### config.mk
export PLATFORM = sky130hd
export DESIGN_NAME = dac_serial_tx
export DESIGN_NICKNAME = d
export VERILOG_FILES = /design/src/rtl/dac_serial_tx.sv
export SDC_FILE = /design/constraint.sdc
export NUM_CORES = 1
export LEC_CHECK = 0
export CAP_MARGIN = 10
export CORE_ASPECT_RATIO = 2
export CORE_MARGIN = 2
export CORE_UTILIZATION = 40
export CTS_CLUSTER_SIZE = 25
export DETAILED_ROUTE_END_ITERATION = 7
export SETUP_SLACK_MARGIN = 0.5
export SKIP_CTS_REPAIR_TIMING = 1
export SLEW_MARGIN = 10
export SYNTH_ARGS = -nofsm -noshare
export SYNTH_HDL_FRONTEND = slang
export SYNTH_SLANG_ARGS = --single-unit
### constraint.sdc
create_clock -name clk_100MHz -period 2.4 [get_ports clk_100MHz]
set_input_delay 0.24 -clock clk_100MHz [delete_from_list [all_inputs] [get_ports clk_100MHz]]
set_output_delay 0.24 -clock clk_100MHz [all_outputs]
set_load 0.02 [all_outputs]
### src/rtl/dac_serial_tx.sv
// dac_serial_tx: serialises filtered samples onto the 3-wire DAC bus
// (clk_DAC / DAC_Din / DAC_Sync). Each frame is CTRL_WORD then the sample, MSB first.
// clk_DAC is a register-generated strobe in the clk_100MHz domain, not a clock net.
// Build option: define OFFSET_BINARY_EN to convert two's-complement samples to
// offset binary at capture (MSB inverted). Timing is identical in both builds.
module dac_serial_tx #(
  parameter int                DATA_W    = 12,
  parameter int                CTRL_W    = 4,
  parameter logic [CTRL_W-1:0] CTRL_WORD = 4'h0,
  parameter int                CLK_DIV   = 2,
  parameter int                SYNC_GAP  = 4
) (
  input  logic              clk_100MHz,
  input  logic              rst,
  input  logic [DATA_W-1:0] din,
  input  logic              din_valid,
  output logic              din_ready,
  output logic              clk_DAC,
  output logic              DAC_Din,
  output logic              DAC_Sync,
  output logic              frame_done
);

  localparam int FRAME_W = CTRL_W + DATA_W;
  localparam int DIV_CW  = (CLK_DIV  > 1) ? $clog2(CLK_DIV)  : 1;
  localparam int BIT_CW  = (FRAME_W  > 1) ? $clog2(FRAME_W)  : 1;
  localparam int GAP_CW  = (SYNC_GAP > 1) ? $clog2(SYNC_GAP) : 1;

  localparam logic [DIV_CW-1:0] DIV_LAST = DIV_CW'(CLK_DIV - 1);
  localparam logic [BIT_CW-1:0] BIT_LAST = BIT_CW'(FRAME_W - 1);
  localparam logic [GAP_CW-1:0] GAP_LAST = GAP_CW'(SYNC_GAP - 1);

  typedef enum logic [1:0] {
    IDLE  = 2'd0,
    SETUP = 2'd1,
    SHIFT = 2'd2,
    GAP   = 2'd3
  } state_t;

  state_t              state, state_nxt;
  logic [DIV_CW-1:0]   div_cnt, div_nxt;
  logic                half, half_nxt;     // 0: clk_DAC low half of a bit, 1: high half
  logic [BIT_CW-1:0]   bit_cnt, bit_nxt;
  logic [GAP_CW-1:0]   gap_cnt, gap_nxt;
  logic [FRAME_W-1:0]  shreg, shreg_nxt;
  logic                ready_nxt, clk_dac_nxt, din_bit_nxt, sync_nxt, done_nxt;

  // Map the filter's two's-complement sample onto the DAC input code.
  function automatic logic [DATA_W-1:0] to_dac_code(input logic signed [DATA_W-1:0] s);
`ifdef OFFSET_BINARY_EN
    return $unsigned(s) ^ {1'b1, {(DATA_W-1){1'b0}}};
`else
    return $unsigned(s);
`endif
  endfunction

  // Next-state, counter and shift-register logic; outputs are derived from the
  // next state so that every bus pin comes straight out of a flop.
  always_comb begin
    state_nxt   = state;
    div_nxt     = div_cnt;
    half_nxt    = half;
    bit_nxt     = bit_cnt;
    gap_nxt     = gap_cnt;
    shreg_nxt   = shreg;
    unique case (state)
      IDLE: begin
        // din_ready is high exactly in IDLE, so valid alone marks a transfer
        if (din_valid) begin
          state_nxt = SETUP;
          div_nxt   = '0;
          shreg_nxt = {CTRL_WORD, to_dac_code(din)};
        end
      end
      SETUP: begin
        if (div_cnt == DIV_LAST) begin
          state_nxt = SHIFT;
          div_nxt   = '0;
          half_nxt  = 1'b0;
          bit_nxt   = '0;
        end else begin
          div_nxt = div_cnt + 1'b1;
        end
      end
      SHIFT: begin
        if (div_cnt == DIV_LAST) begin
          div_nxt = '0;
          if (!half) begin
            // rising clk_DAC: present the next bit, keeping the last one steady
            half_nxt = 1'b1;
            if (bit_cnt != BIT_LAST)
              shreg_nxt = {shreg[FRAME_W-2:0], 1'b0};
          end else if (bit_cnt == BIT_LAST) begin
            state_nxt = GAP;
            gap_nxt   = '0;
          end else begin
            half_nxt = 1'b0;
            bit_nxt  = bit_cnt + 1'b1;
          end
        end else begin
          div_nxt = div_cnt + 1'b1;
        end
      end
      GAP: begin
        if (gap_cnt == GAP_LAST)
          state_nxt = IDLE;
        else
          gap_nxt = gap_cnt + 1'b1;
      end
      default: state_nxt = IDLE;
    endcase

    ready_nxt   = (state_nxt == IDLE);
    clk_dac_nxt = 1'b1;
    sync_nxt    = 1'b1;
    din_bit_nxt = 1'b0;
    done_nxt    = (state == SHIFT) && (state_nxt == GAP);
    case (state_nxt)
      SETUP: begin
        sync_nxt    = 1'b0;
        din_bit_nxt = shreg_nxt[FRAME_W-1];
      end
      SHIFT: begin
        sync_nxt    = 1'b0;
        clk_dac_nxt = half_nxt;
        din_bit_nxt = shreg_nxt[FRAME_W-1];
      end
      default: ;
    endcase
  end

  // Control state, counters and registered bus outputs; reset abandons any frame.
  always_ff @(posedge clk_100MHz or posedge rst) begin
    if (rst) begin
      state      <= IDLE;
      div_cnt    <= '0;
      half       <= 1'b0;
      bit_cnt    <= '0;
      gap_cnt    <= '0;
      din_ready  <= 1'b1;
      clk_DAC    <= 1'b1;
      DAC_Din    <= 1'b0;
      DAC_Sync   <= 1'b1;
      frame_done <= 1'b0;
    end else begin
      state      <= state_nxt;
      div_cnt    <= div_nxt;
      half       <= half_nxt;
      bit_cnt    <= bit_nxt;
      gap_cnt    <= gap_nxt;
      din_ready  <= ready_nxt;
      clk_DAC    <= clk_dac_nxt;
      DAC_Din    <= din_bit_nxt;
      DAC_Sync   <= sync_nxt;
      frame_done <= done_nxt;
    end
  end

  // Frame shift register holds data only, so it carries no reset.
  always_ff @(posedge clk_100MHz) begin
    shreg <= shreg_nxt;
  end

endmodule
* Word-level counts from Yosys, hierarchy flattened
Index checks and enable logic that the tools add are counted.
** Operators by class
- Add/subtract/negate cells :: 3
- Equality and inequality tests :: 18
- Multiplexer cells :: 33
- Reductions and logical operators :: 13
** Operators with widths (number)
- 2-to-1 mux 16 bit :: 4
- one-hot mux 16 bit (2 select lines) :: 1
- 2-to-1 mux 2 bit :: 10
- != test 2 bit (second input constant) :: 9
- 2-to-1 mux 4 bit :: 4
- AND reduction 5 bit :: 3
- == test 2 bit (second input constant) :: 5
- 2-to-1 mux 1 bit :: 9
- one-hot mux 2 bit (4 select lines) :: 1
- one-hot mux 4 bit (2 select lines) :: 1
- nonzero test 2 bit :: 4
- adder 4 x 1 -> 4 bit (second input constant) :: 1
- == test 2 x 1 -> 1 bit (second input constant) :: 2
- == test 4 bit (second input constant) :: 1
- logical NOT 2 bit :: 2
- != test 4 bit (second input constant) :: 1
- one-hot mux 1 bit (2 select lines) :: 2
- one-hot mux 2 bit (2 select lines) :: 1
- OR reduction 2 bit :: 2
- adder 2 x 1 -> 2 bit (second input constant) :: 1
- AND reduction 2 bit :: 1
- adder 1 bit (second input constant) :: 1
- logical AND 1 bit :: 1
** Storage, ports and cells
- Register bits after elaboration :: 31
- Bits of input ports :: 15
- Output and inout bits :: 5
- Logic and storage cells :: 79

* Longest topological paths before layout
Gate-level depths: netlist of the first run.
- Word-level depth :: 8
- Depth in mapped cells :: 8
- Mapped depth without buffers :: 7

* Worst setup path before layout of the first run
OpenSTA, ideal clock, no wires.
- Kind :: reg2reg
- Start point :: register state[1]
- End point :: register shreg[0] (enable)
- Setup time :: 0.388 ns
- Arrival time :: 1.925 ns
- Required time :: 2.012 ns
- Setup slack :: 0.087 ns
- Stages on the path, launching flop included :: 7
- Buffers on the path :: 1
- Clock period less this slack :: 2.313 ns
- Cells stage by stage :: dfrtp_1 > inv_1 > ha_1 > clkbuf_1 > nand2_1 > o21ai_0 > nor2b_1
** On the way
- Cells in the longest elaborated chain, start to end :: 3
- Elaborated cells between the ends (all ways) :: 8
- Those cells by class :: eq/ne: 5; reduce/logical: 3
** Ends and longest elaborated chain
- start: declaration :: RTL line 40 : state_t state, state_nxt;
- start signal: assignment :: RTL line 146 : state <= state_nxt;
- == test 2 bit or logical NOT 2 bit (tied branches) :: RTL line 66 : unique case (state)
- != test 2 bit (no source line) or nonzero test 2 bit (tied branches)
- AND reduction 5 bit (no source line) (*)
- end signal: assignment :: RTL line 161 : shreg <= shreg_nxt;
- end: declaration :: RTL line 45 : logic [FRAME_W-1:0] shreg, shreg_nxt;
Mark *: on every way between the ends. The rest lies on a longest branch, timed or not.
A chain may end at the register's enable or synchronous reset.

* Worst setup path after layout of the first run
- Start point :: register state[1]
- End point :: register DAC_Din
** On the way
- Cells in the longest elaborated chain, start to end :: 7
- Elaborated cells between the ends (all ways) :: 16
- Those cells by class :: eq/ne: 5; mux: 9; reduce/logical: 2
** Ends and longest elaborated chain
- 2-to-1 mux 2 bit :: RTL line 93 : end else if (bit_cnt == BIT_LAST) begin
- 2-to-1 mux 2 bit :: RTL line 88 : if (!half) begin
- 2-to-1 mux 2 bit :: RTL line 86 : if (div_cnt == DIV_LAST) begin
- one-hot mux 2 bit (4 select lines) :: RTL line 66
- == test 2 bit or == test 2 x 1 -> 1 bit (tied branches) :: RTL line 118 : case (state_nxt)
- OR reduction 2 bit (no source line)
- 2-to-1 mux 1 bit (*) :: RTL line 118
- net din_bit_nxt :: RTL line 46 : logic ready_nxt, clk_dac_nxt, din_bit_nxt, sync_nxt, done_nxt;
- end signal: assignment :: RTL line 153 : DAC_Din <= din_bit_nxt;
- end: declaration :: RTL line 19 : output logic DAC_Din,
Mark *: on every way through the listed nets, which the timed path passes. The rest lies on a longest branch.

==> results of run 1 <==
## routing by layer
layer	track usage, %	up-vias	share of wire [%]	routed length (µm)
met5	0	-	0	0
met3	4.78	15	3.6	143
met2	33.3	44	56	2200
met1	16.9	630	36	1430
li1	-	596	-	-
met4	11.4	0	4.7	185
## through the flow
step	area, µm²	cells
after floorplan	1620	142
after global placement	1880	209
after detailed placement	1880	209
after CTS	1960	217
after global routing	2160	225
final	2160	225
## cells by family after synthesis
logic type      share of synthesized area (%)
compound gates                           19.7
fa+ha+maj                                6.97
buf+inv                                  4.88
flops                                    52.6
simple gates                             15.9
## final timing paths
check	startpoint	to	slack, ns
min	rst	DAC_Din	0.35
max in group asynchronous	rst	state[0]	1.60
min in group clk_100MHz	shreg[15]	shreg[15]	0.50
max reg2reg	state[1]	DAC_Din	0.43
max	state[1]	DAC_Din	0.43
min reg2reg	shreg[15]	shreg[15]	0.50
## sequential cells by signal, summed over array words and instances, names as in the netlist
name / cells
state: 2
bit_cnt: 4
din_ready: 1
DAC_Sync: 1
shreg: 16
div_cnt: 1
DAC_Din: 1
clk_DAC: 1
gap_cnt: 2
half: 1
frame_done: 1
## power by group through the flow
| stage | registers [mW] | logic (mW) | clock network, mW |
|---|---|---|---|
| after floorplan | 0.990 | 0.728 | 0 |
| after global placement | 0.989 | 1.10 | 0 |
| after detailed placement | 0.993 | 1.12 | 0 |
| after CTS | 0.987 | 1.13 | 0.385 |
| after global routing | 1.03 | 1.68 | 0.408 |
| final | 0.999 | 1.55 | 0.373 |
## critical path, delay by kind of cell (launching register included)
family,cells,cell delay [ns]
DFF,1,0.42
adders and majority gates,2,0.39
buffers and inverters,1,0.14
and+or+nand+nor,1,0.14
AOI/OAI and AO/OA,3,0.79
## final cells by class
cell class                      count  area, µm²  share of cell area, %
Sequential cell                    31        852                   39.4
Multi-Input combinational cell     95        832                   38.5
Timing Repair Buffer               32        304                   14.1
Clock buffer                        6       72.6                   3.36
Tap cell                           51       63.8                   2.95
Inverter                            8       30.0                   1.39
Clock inverter                      2       7.51                  0.347
## cell usage in the layout (no fill, tap or decap), drive strengths merged, types with 2 or more instances in the layout
cell / instances
a41oi: 2
inv: 8
nor2: 4
ha: 9
o211ai: 2
clkinv: 2
nand2: 9
buf: 13
clkbuf: 6
o211a: 2
nor3: 4
a21oi: 5
nand2b: 5
dfstp: 3
a22o: 11
edfxtp: 15
nand3: 6
o41ai: 2
clkdlybuf4s50: 19
and2: 5
o21ai: 5
nor2b: 5
and3: 4
dfrtp: 12
==> results by group, run 1 <==
Clock tree
  – Skew-Pair Late Insertion Delay: between 0.2 and 0.3 ns
  – Reg clk slew, reported paths: 0.06 ns
  – Clk sinks: 31
  – Max Root-Sink Buffers: 2
  – CTS HTree Levels: 2
  – Root Driver: clkbuf_8
  – CTS tree: built
  – CTS buffer count: 5

Drt
  – DR vias: 1285
  – DRC violations left: 0
  – Overall routed net length: 3.96 mm
  – Via/cell ratio: 5.71
  – DR iter-0 viols: 41
  – Routed WL per cell: 17.6 µm
  – DR pass1 iterations: 5
  – ANT nets after route: 0

Worst setup path
  – Crit path launch type: register
  – Reg2reg path depth: 7
  – Cell Chain, Critical Path: buf_6 -> ha_4 -> nor2b_4 -> o41ai_4 -> o211a_1 -> ha_4 -> a211oi_2
  – Critical Path RT: 2.59 ns
  – Critical path arrival: approximately 2.2 ns
  – Critical path class: register to register
  – Cell repeated most along the worst path: ha_4
  – Crit-path max FO: 4
  – Crit. End Element: register
  – Slowest cell on crit path: dfrtp_2
  – Slowest stage delay, CP: 0.42 ns

Synthesis
  – Synth Cell Area: 1620 µm²
  – Post-synth top area cell: edfxtp_1
  – EDFF count, synth: 15
  – Post-synthesis instance total: 142
  – Syn_nets: between 150 and 200
  – Top-area cell type share of the netlist area: between 20 and 30%
  – Seq/Total Area, Yosys: 52.6%
  – Seq cells post-synth: 31
  – Avg Inst Size Synth: around 11 µm²
  – Ys async rst share: 48.4%
  – Yosys Warn Count: 0
  – Ranking of synthesized cells by area: edfxtp_1, dfrtp_1, ha_1
  – Leading register cell type out of synthesis: edfxtp_1
  – Most frequent cell after synthesis: edfxtp_1
  – Synth top cells by count: edfxtp_1, dfrtp_1, a22o_1
  – Yosys cell types: 42

STA
  – Hold Vio Cnt, Final: 0
  – Fin. max-slew vios: 0
  – Unrepaired setup endpoints after global routing: yes
  – Worst Setup Slack, final: about 0.43 ns
  – Clock skew: approximately 0.0047 ns
  – Setup TNS: 0 ns
  – Worst Tran Pin Value: 0.643 ns
  – Fin crit period: roughly 2.0 ns
  – Max Clk Rate: 507 MHz
  – Final setup fails: 0
  – Rel. slew slack: 57.1%
  – Final period util: 82.2%
  – Hold_ws: ~0.35 ns

Flow run
  – Max-Cap Viols: 0

Final layout
  – Layout cells sized above 1: 26.4%
  – Final Util: 55.7%
  – # diodes: 0
  – Nets@finish: 197
  – Layout fillers: 339
  – Synthesis-to-finish area growth: 33.8%

Placement
  – Pre-CTS setup slack: around 0.25 ns
  – Detailed placement HPWL: 2.72 mm
  – I/O Buffers: 19
  – RD Place Congestion: 0.916

Pwr
  – Peak VDD IR: between 0.8 and 0.9 mV
  – Clock power frac: between 10% and 20%
  – PwrDens: between 1000 and 1500 nW/µm²
  – Sequential power share: 34.2%
  – Total power: 2.92 mW
  – Leakage Power: 0.830 nW
  – Net Sw Frac: 37.7%
  – P_sw: 1.10 mW
  – Comb pwr share: 53.1%
  – Int Pwr: around 1.8 mW

Floorplanning
  – Die H: 93.9 µm
  – Starting Density: between 40% and 50%
  – CORE AREA: 3880 µm²
  – IO Pins: 20
  – DIE WIDTH: between 40 and 50 µm
  – Die ar.: 4590 µm²
  – Rows: 32

Global route
  – Number of global-route vias before repair: 1283
  – Initial antenna violation count: 0
  – Largest net degree at the start of global routing: 16
  – Total track usage: between 15 and 20%
  – GRT overflow: 0
  – Global-route wire length before repair: 6.15 mm

Status
  – Status: completed

Worst hold path
  – Worst hold path type: primary input to async pin
No activity file was read; power rests on OpenSTA's default activity.
==> run 2: changes to the inputs <==
==> constraint.sdc (replaced) <==
create_clock -name clk_100MHz -period 1.68 [get_ports clk_100MHz]
set_input_delay 0.168 -clock clk_100MHz [delete_from_list [all_inputs] [get_ports clk_100MHz]]
set_output_delay 0.168 -clock clk_100MHz [all_outputs]
set_load 0.02 [all_outputs]
==> results by group, run 2 (same netlist as run 1, synthesis figures left out) <==
Status
  – Status: finished with violations
  – Failing checks: negative setup slack

Worst setup path
  – Cell repeated most along the worst path: ha_4
  – Setup slack, reg-to-reg: -0.21 ns (-0.64 ns)
  – Crit. End Element: register
  – Launch point of the worst reg-to-reg path: state[1]
  – Reg2reg path depth: 6 (-1)
  – Slowest stage delay, CP: 0.46 ns (+0.04 ns)
  – Crit path launch type: register
  – Reg-to-reg endpoint: DAC_Din
  – Critical path class: register to register
  – Critical path arrival: 2.09 ns (-0.08 ns)
  – Cell Chain, Critical Path: ha_4 -> nor2b_4 -> o41ai_4 -> o211a_1 -> ha_4 -> a211oi_2
  – Critical Path RT: 1.88 ns (-0.71 ns)
  – Crit-path max FO: 4 (unchanged)
  – Slowest cell on crit path: dfrtp_2

Final layout
  – Fin cells: 260 (+16%)
  – Nets@finish: 232 (+18%)
  – Commonest non-fill, non-tap cell in the layout: buf_4
  – Layout cells sized above 1: 52.2% (+26 points)
  – Max reg flops: 16 (unchanged)
  – Most frequent cells in the layout: buf_4, edfxtp_1, clkdlybuf4s50_1
  – # diodes: 0 (unchanged)
  – Largest registers: shreg (16), bit_cnt (4)
  – Synthesis-to-finish area growth: 66.0%
  – Design area: 2680 µm² (+24%)
  – Top reg by flops: shreg

Drt
  – DR vias: 1467 (+14%)
  – Metal-1 WL: 1.80 mm (+26%)
  – Overall routed net length: 4.81 mm (+21%)
  – Via/cell ratio: 5.64 (-1.2%)
  – Highest routed layer: met4
  – DR pass1 iterations: 4 (-1)
  – DR iter-0 viols: 41 (unchanged)
  – DRC violations left: 0 (unchanged)
  – Met2 wire len: 2.71 mm (+23%)
  – ANT nets after route: 0 (unchanged)
  – Routed wl met3: 160 µm (+12%)
  – Routed WL per cell: 18.5 µm (+4.9%)

Floorplanning
  – IO Pins: 20 (unchanged)
  – Die H: 93.9 µm (unchanged)
  – Die ar.: 4590 µm² (unchanged)
  – CORE AREA: 3880 µm² (unchanged)
  – DIE WIDTH: 48.9 µm (unchanged)
  – Starting Density: 41.6% (unchanged)
  – Rows: 32 (unchanged)

Pwr
  – Peak VDD IR: 1.67 mV (+96%)
  – Total power: 5.40 mW (+85%)
  – PwrDens: 2020 nW/µm² (+49%)
  – Leakage Power: 1.11 nW (+34%)

STA
  – Fin. max-slew vios: 0 (unchanged)
  – Clock skew: 0.00123 ns (-0.00348 ns)
  – Final period util: 113% (+30 points)
  – Rel. slew slack: 57.7% (+0.57 points)
  – Final setup fails: 21 (+21)
  – Unrepaired setup endpoints after global routing: yes
  – Worst Tran Pin Value: 0.634 ns (-0.00853 ns)
  – Fin crit period: 1.89 ns (-0.0835 ns)
  – Hold Vio Cnt, Final: 0 (unchanged)
  – Worst Setup Slack, final: -0.210 ns (-0.637 ns)
  – Max Clk Rate: 529 MHz (+4.4%)

Clock tree
  – CTS HTree Levels: 2 (unchanged)
  – Root Driver: clkbuf_8
  – Skew-Pair Late Insertion Delay: 0.28 ns (about the same)
  – CTS buffer count: 5 (unchanged)
  – Clk sinks: 31 (unchanged)
  – CTS tree: built
  – Max Root-Sink Buffers: 2 (unchanged)
  – Reg clk slew, reported paths: 0.07 ns (about the same)

Placement
  – RD Place Congestion: 0.737 (-20%)
  – Detailed placement HPWL: 3.01 mm (+11%)
  – I/O Buffers: 19 (unchanged)
  – DP Cell Count: 236 (+13%)
  – Post-DP Area: 2180 µm² (+16%)

Worst hold path
  – Worst hold path type: primary input to async pin

Global route
  – Total track usage: 19.4% (+1.5 points)
  – Number of global-route vias before repair: 1464 (+14%)
  – GRT overflow: 0 (unchanged)
  – Global-route wire length before repair: 6.76 mm (+10%)
  – Initial antenna violation count: 0 (unchanged)
  – Largest net degree at the start of global routing: 16 (unchanged)

Flow run
  – Max-Cap Viols: 0 (unchanged)
## run 2: changes by cell type in the layout (fill, tap and decap cells not counted), moves of 4 or more
cell / previous run / this run
buf_4: 11 / 30
buf_6: 1 / 12
clkdlybuf4s50_1: 19 / 14
and3_4: 1 / 5
## run 2: report_power, final
group,internal [mW],total [mW],switching (mW)
registers,1.23,1.43,0.205
clock network,0.434,0.718,0.284
logic,1.75,3.25,1.50
## run 2: metrics by stage
stage          setup WS (ns)  TNS, ns  utilization (%)  hold WS (ns)
2_1_floorplan         -0.125   -0.297                -        0.0673
3_3_place_gp          -0.163   -0.420             56.1         0.476
3_5_place_dp          -0.195    -1.07             56.1         0.518
4_1_cts               -0.231    -1.60             58.9         0.285
5_1_grt               -0.256    -2.92             69.0         0.330
6_report              -0.210    -1.38             69.0         0.265
## run 2: critical path: cells and delay by family (launching register included)
family	cells	cell delay (ns)
AOI/OAI and AO/OA	3	0.79
adders and majority gates	2	0.41
DFF	1	0.46
and+or+nand+nor	1	0.14
## run 2: worst max-delay path by stage
| stage | endpoint | from | cells after the start | slack, ns |
|---|---|---|---|---|
| 2_1_floorplan | DAC_Din | state[0] | 6 | -0.13 |
| 3_3_place_gp | DAC_Din | state[0] | 6 | -0.16 |
| 3_5_place_dp | DAC_Din | state[0] | 6 | -0.19 |
| 4_1_cts | DAC_Din | state[0] | 6 | -0.23 |
| 5_1_grt | DAC_Din | state[1] | 6 | -0.26 |
| 6_report | DAC_Din | state[1] | 6 | -0.21 |
## run 2: per-layer routing
layer	vias up	track usage, %
li1	670	-
met2	44	36.6
met1	742	19.1
met4	0	9.76
met5	-	0
met3	11	4.78
## run 2: area by class of cell
class                           instances  area, µm²
Inverter                                8       32.5
Clock buffer                            5       68.8
Multi-Input combinational cell         97       1000
Tap cell                               51       63.8
Timing Repair Buffer                   65        621
Clock inverter                          3       38.8
Fill cell                             288       1200
Sequential cell                        31        852
==> run 3: changes to the inputs <==
--- a/config.mk
+++ b/config.mk
@@ -8,7 +8,7 @@
 export CAP_MARGIN = 10
 export CORE_ASPECT_RATIO = 2
 export CORE_MARGIN = 2
-export CORE_UTILIZATION = 40
+export CORE_UTILIZATION = 30
 export CTS_CLUSTER_SIZE = 25
 export DETAILED_ROUTE_END_ITERATION = 7
 export SETUP_SLACK_MARGIN = 0.5
==> results by group, run 3 (same netlist as run 1, synthesis figures left out) <==
Drt
  – ANT nets after route: 0 (unchanged)
  – Met2 wire len: 2.45 mm (-9.6%)
  – Metal-1 WL: 1.52 mm (-16%)
  – Routed WL per cell: 17.3 µm (-6.3%)
  – Routed wl met3: 135 µm (-16%)
  – Via/cell ratio: 5.27 (-6.7%)
  – DR vias: 1322 (-9.9%)
  – Overall routed net length: 4.35 mm (-9.5%)
  – Highest routed layer: met4
  – DRC violations left: 0 (unchanged)
  – DR pass1 iterations: 4 (unchanged)
  – DR iter-0 viols: 41 (unchanged)

Floorplanning
  – DIE WIDTH: 55.9 µm (+14%)
  – Rows: 37 (+16%)
  – Die ar.: 6020 µm² (+31%)
  – Starting Density: 31.2% (-10 points)
  – CORE AREA: 5180 µm² (+34%)
  – IO Pins: 20 (unchanged)
  – Die H: 108 µm (+15%)

STA
  – Final setup fails: 20 (-4.8%)
  – Setup TNS: -1.34 ns (+0.0440 ns)
  – Hold Vio Cnt, Final: 0 (unchanged)
  – Worst Setup Slack, final: -0.203 ns (+0.00663 ns)
  – Fin crit period: 1.88 ns (-0.00663 ns)
  – Fin. max-slew vios: 0 (unchanged)
  – Max Clk Rate: 531 MHz (+0.35%)
  – Clock skew: 0.00931 ns (+0.00808 ns)
  – Unrepaired setup endpoints after global routing: yes
  – Worst Tran Pin Value: 0.668 ns (+0.0335 ns)
  – Rel. slew slack: 55.4% (-2.2 points)
  – Final period util: 112% (-0.39 points)

Placement
  – Detailed placement HPWL: 3.23 mm (+7.3%)
  – Post-DP Area: 2170 µm² (-0.63%)
  – I/O Buffers: 19 (unchanged)
  – RD Place Congestion: 0.861 (+17%)

Flow run
  – Max-Cap Viols: 0 (unchanged)

Worst setup path
  – Crit path launch type: register
  – Crit-path max FO: 4 (unchanged)
  – Launch point of the worst reg-to-reg path: state[0]
  – Cell Chain, Critical Path: ha_2 -> nor2b_4 -> o41ai_4 -> o211a_1 -> ha_4 -> a211oi_2
  – Crit. End Element: register
  – Slowest cell on crit path: dfrtp_1
  – Reg2reg path depth: 6 (unchanged)
  – Critical path arrival: 2.08 ns (about the same)
  – Critical path class: register to register
  – Total buffers and inverters traversed by the critical path: 0 (unchanged)
  – Delay-heaviest family, CP: compound AO/OA/AOI/OAI gates
  – Slowest stage delay, CP: 0.42 ns (-0.04 ns)
  – Critical Path RT: 1.88 ns (about the same)
  – CP Depth: 6 (unchanged)
  – Worst setup path startpoint: state[0]

Final layout
  – Design area: 2380 µm² (-11%)
  – Nets@finish: 216 (-6.9%)
  – # diodes: 0 (unchanged)
  – Most frequent cells in the layout: buf_4, edfxtp_1, clkdlybuf4s50_1
  – Max reg flops: 16 (unchanged)
  – Commonest non-fill, non-tap cell in the layout: buf_4
  – Layout cells sized above 1: 40.4% (-12 points)
  – Top reg by flops: shreg
  – Synthesis-to-finish area growth: 47.4%
  – Largest registers: shreg (16), bit_cnt (4)

Worst hold path
  – Worst hold path type: primary input to async pin

Clock tree
  – Reg clk slew, reported paths: 0.07 ns (about the same)
  – Skew-Pair Late Insertion Delay: 0.29 ns (about the same)
  – CTS buffer count: 5 (unchanged)
  – Root Driver: clkbuf_8
  – Max Root-Sink Buffers: 2 (unchanged)
  – CTS HTree Levels: 2 (unchanged)
  – Clk sinks: 31 (unchanged)
  – CTS tree: built

Global route
  – Initial antenna violation count: 0 (unchanged)
  – GRT overflow: 0 (unchanged)
  – Global-route wire length before repair: 6.98 mm (+3.3%)
  – Total track usage: 15.1% (-4.3 points)
  – Number of global-route vias before repair: 1503 (+2.7%)
  – Largest net degree at the start of global routing: 16 (unchanged)

Status
  – Status: finished with violations
  – Failing checks: negative setup slack

Pwr
  – Leakage Power: 1.00 nW (-9.6%)
  – Peak VDD IR: 0.920 mV (-45%)
  – PwrDens: 1940 nW/µm² (-3.5%)
[run 3: stage by stage]
| stage | util (%) | hold WS, ns | worst slack (ns) | total power [mW] | std cells |
|---|---|---|---|---|---|
| 2_1_floorplan | - | 0.0673 | -0.125 | 2.73 | 142 |
| 3_3_place_gp | 41.8 | 0.487 | -0.156 | 3.51 | 240 |
| 3_5_place_dp | 41.8 | 0.520 | -0.252 | 3.58 | 240 |
| 4_1_cts | 43.8 | 0.299 | -0.270 | 4.31 | 248 |
| 5_1_grt | 45.9 | 0.334 | -0.303 | 4.92 | 251 |
| 6_report | 45.9 | 0.281 | -0.203 | 4.63 | 251 |
[run 3: path summary, 6_finish.rpt]
path                              end  slack, ns
min                        gap_cnt[1]       0.28
max                           DAC_Din      -0.20
max in group asynchronous     DAC_Din       0.96
max reg2reg                   DAC_Din      -0.20
min in group clk_100MHz     shreg[14]       0.54
min reg2reg                 shreg[14]       0.54
[run 3: final cells by class]
class / count / area [µm²]
flip-flops and latches: 31 / 850
fillers: 476 / 2800
inverters: 8 / 32.5
multi-input cells: 96 / 886
clock inverters: 3 / 38.8
repair buffers: 50 / 433
clock buffers: 5 / 68.8
well taps: 58 / 72.6
[run 3: power by group]
| part | total (mW) | internal, mW | leakage (nW) | switching, mW |
|---|---|---|---|---|
| Sequential | 1.39 | 1.22 | 0.342 | 0.166 |
| Combinational | 2.52 | 1.26 | 0.606 | 1.27 |
| Clock | 0.715 | 0.434 | 0.0556 | 0.281 |
| Total | 4.63 | 2.92 | 1.00 | 1.71 |
[run 3: routing by layer]
metal  vias to the layer above  GRT usage, %
met5                         -             0
met4                         0          10.2
met3                        16          4.33
met2                        30          29.4
met1                       641          12.5
li1                        635             -
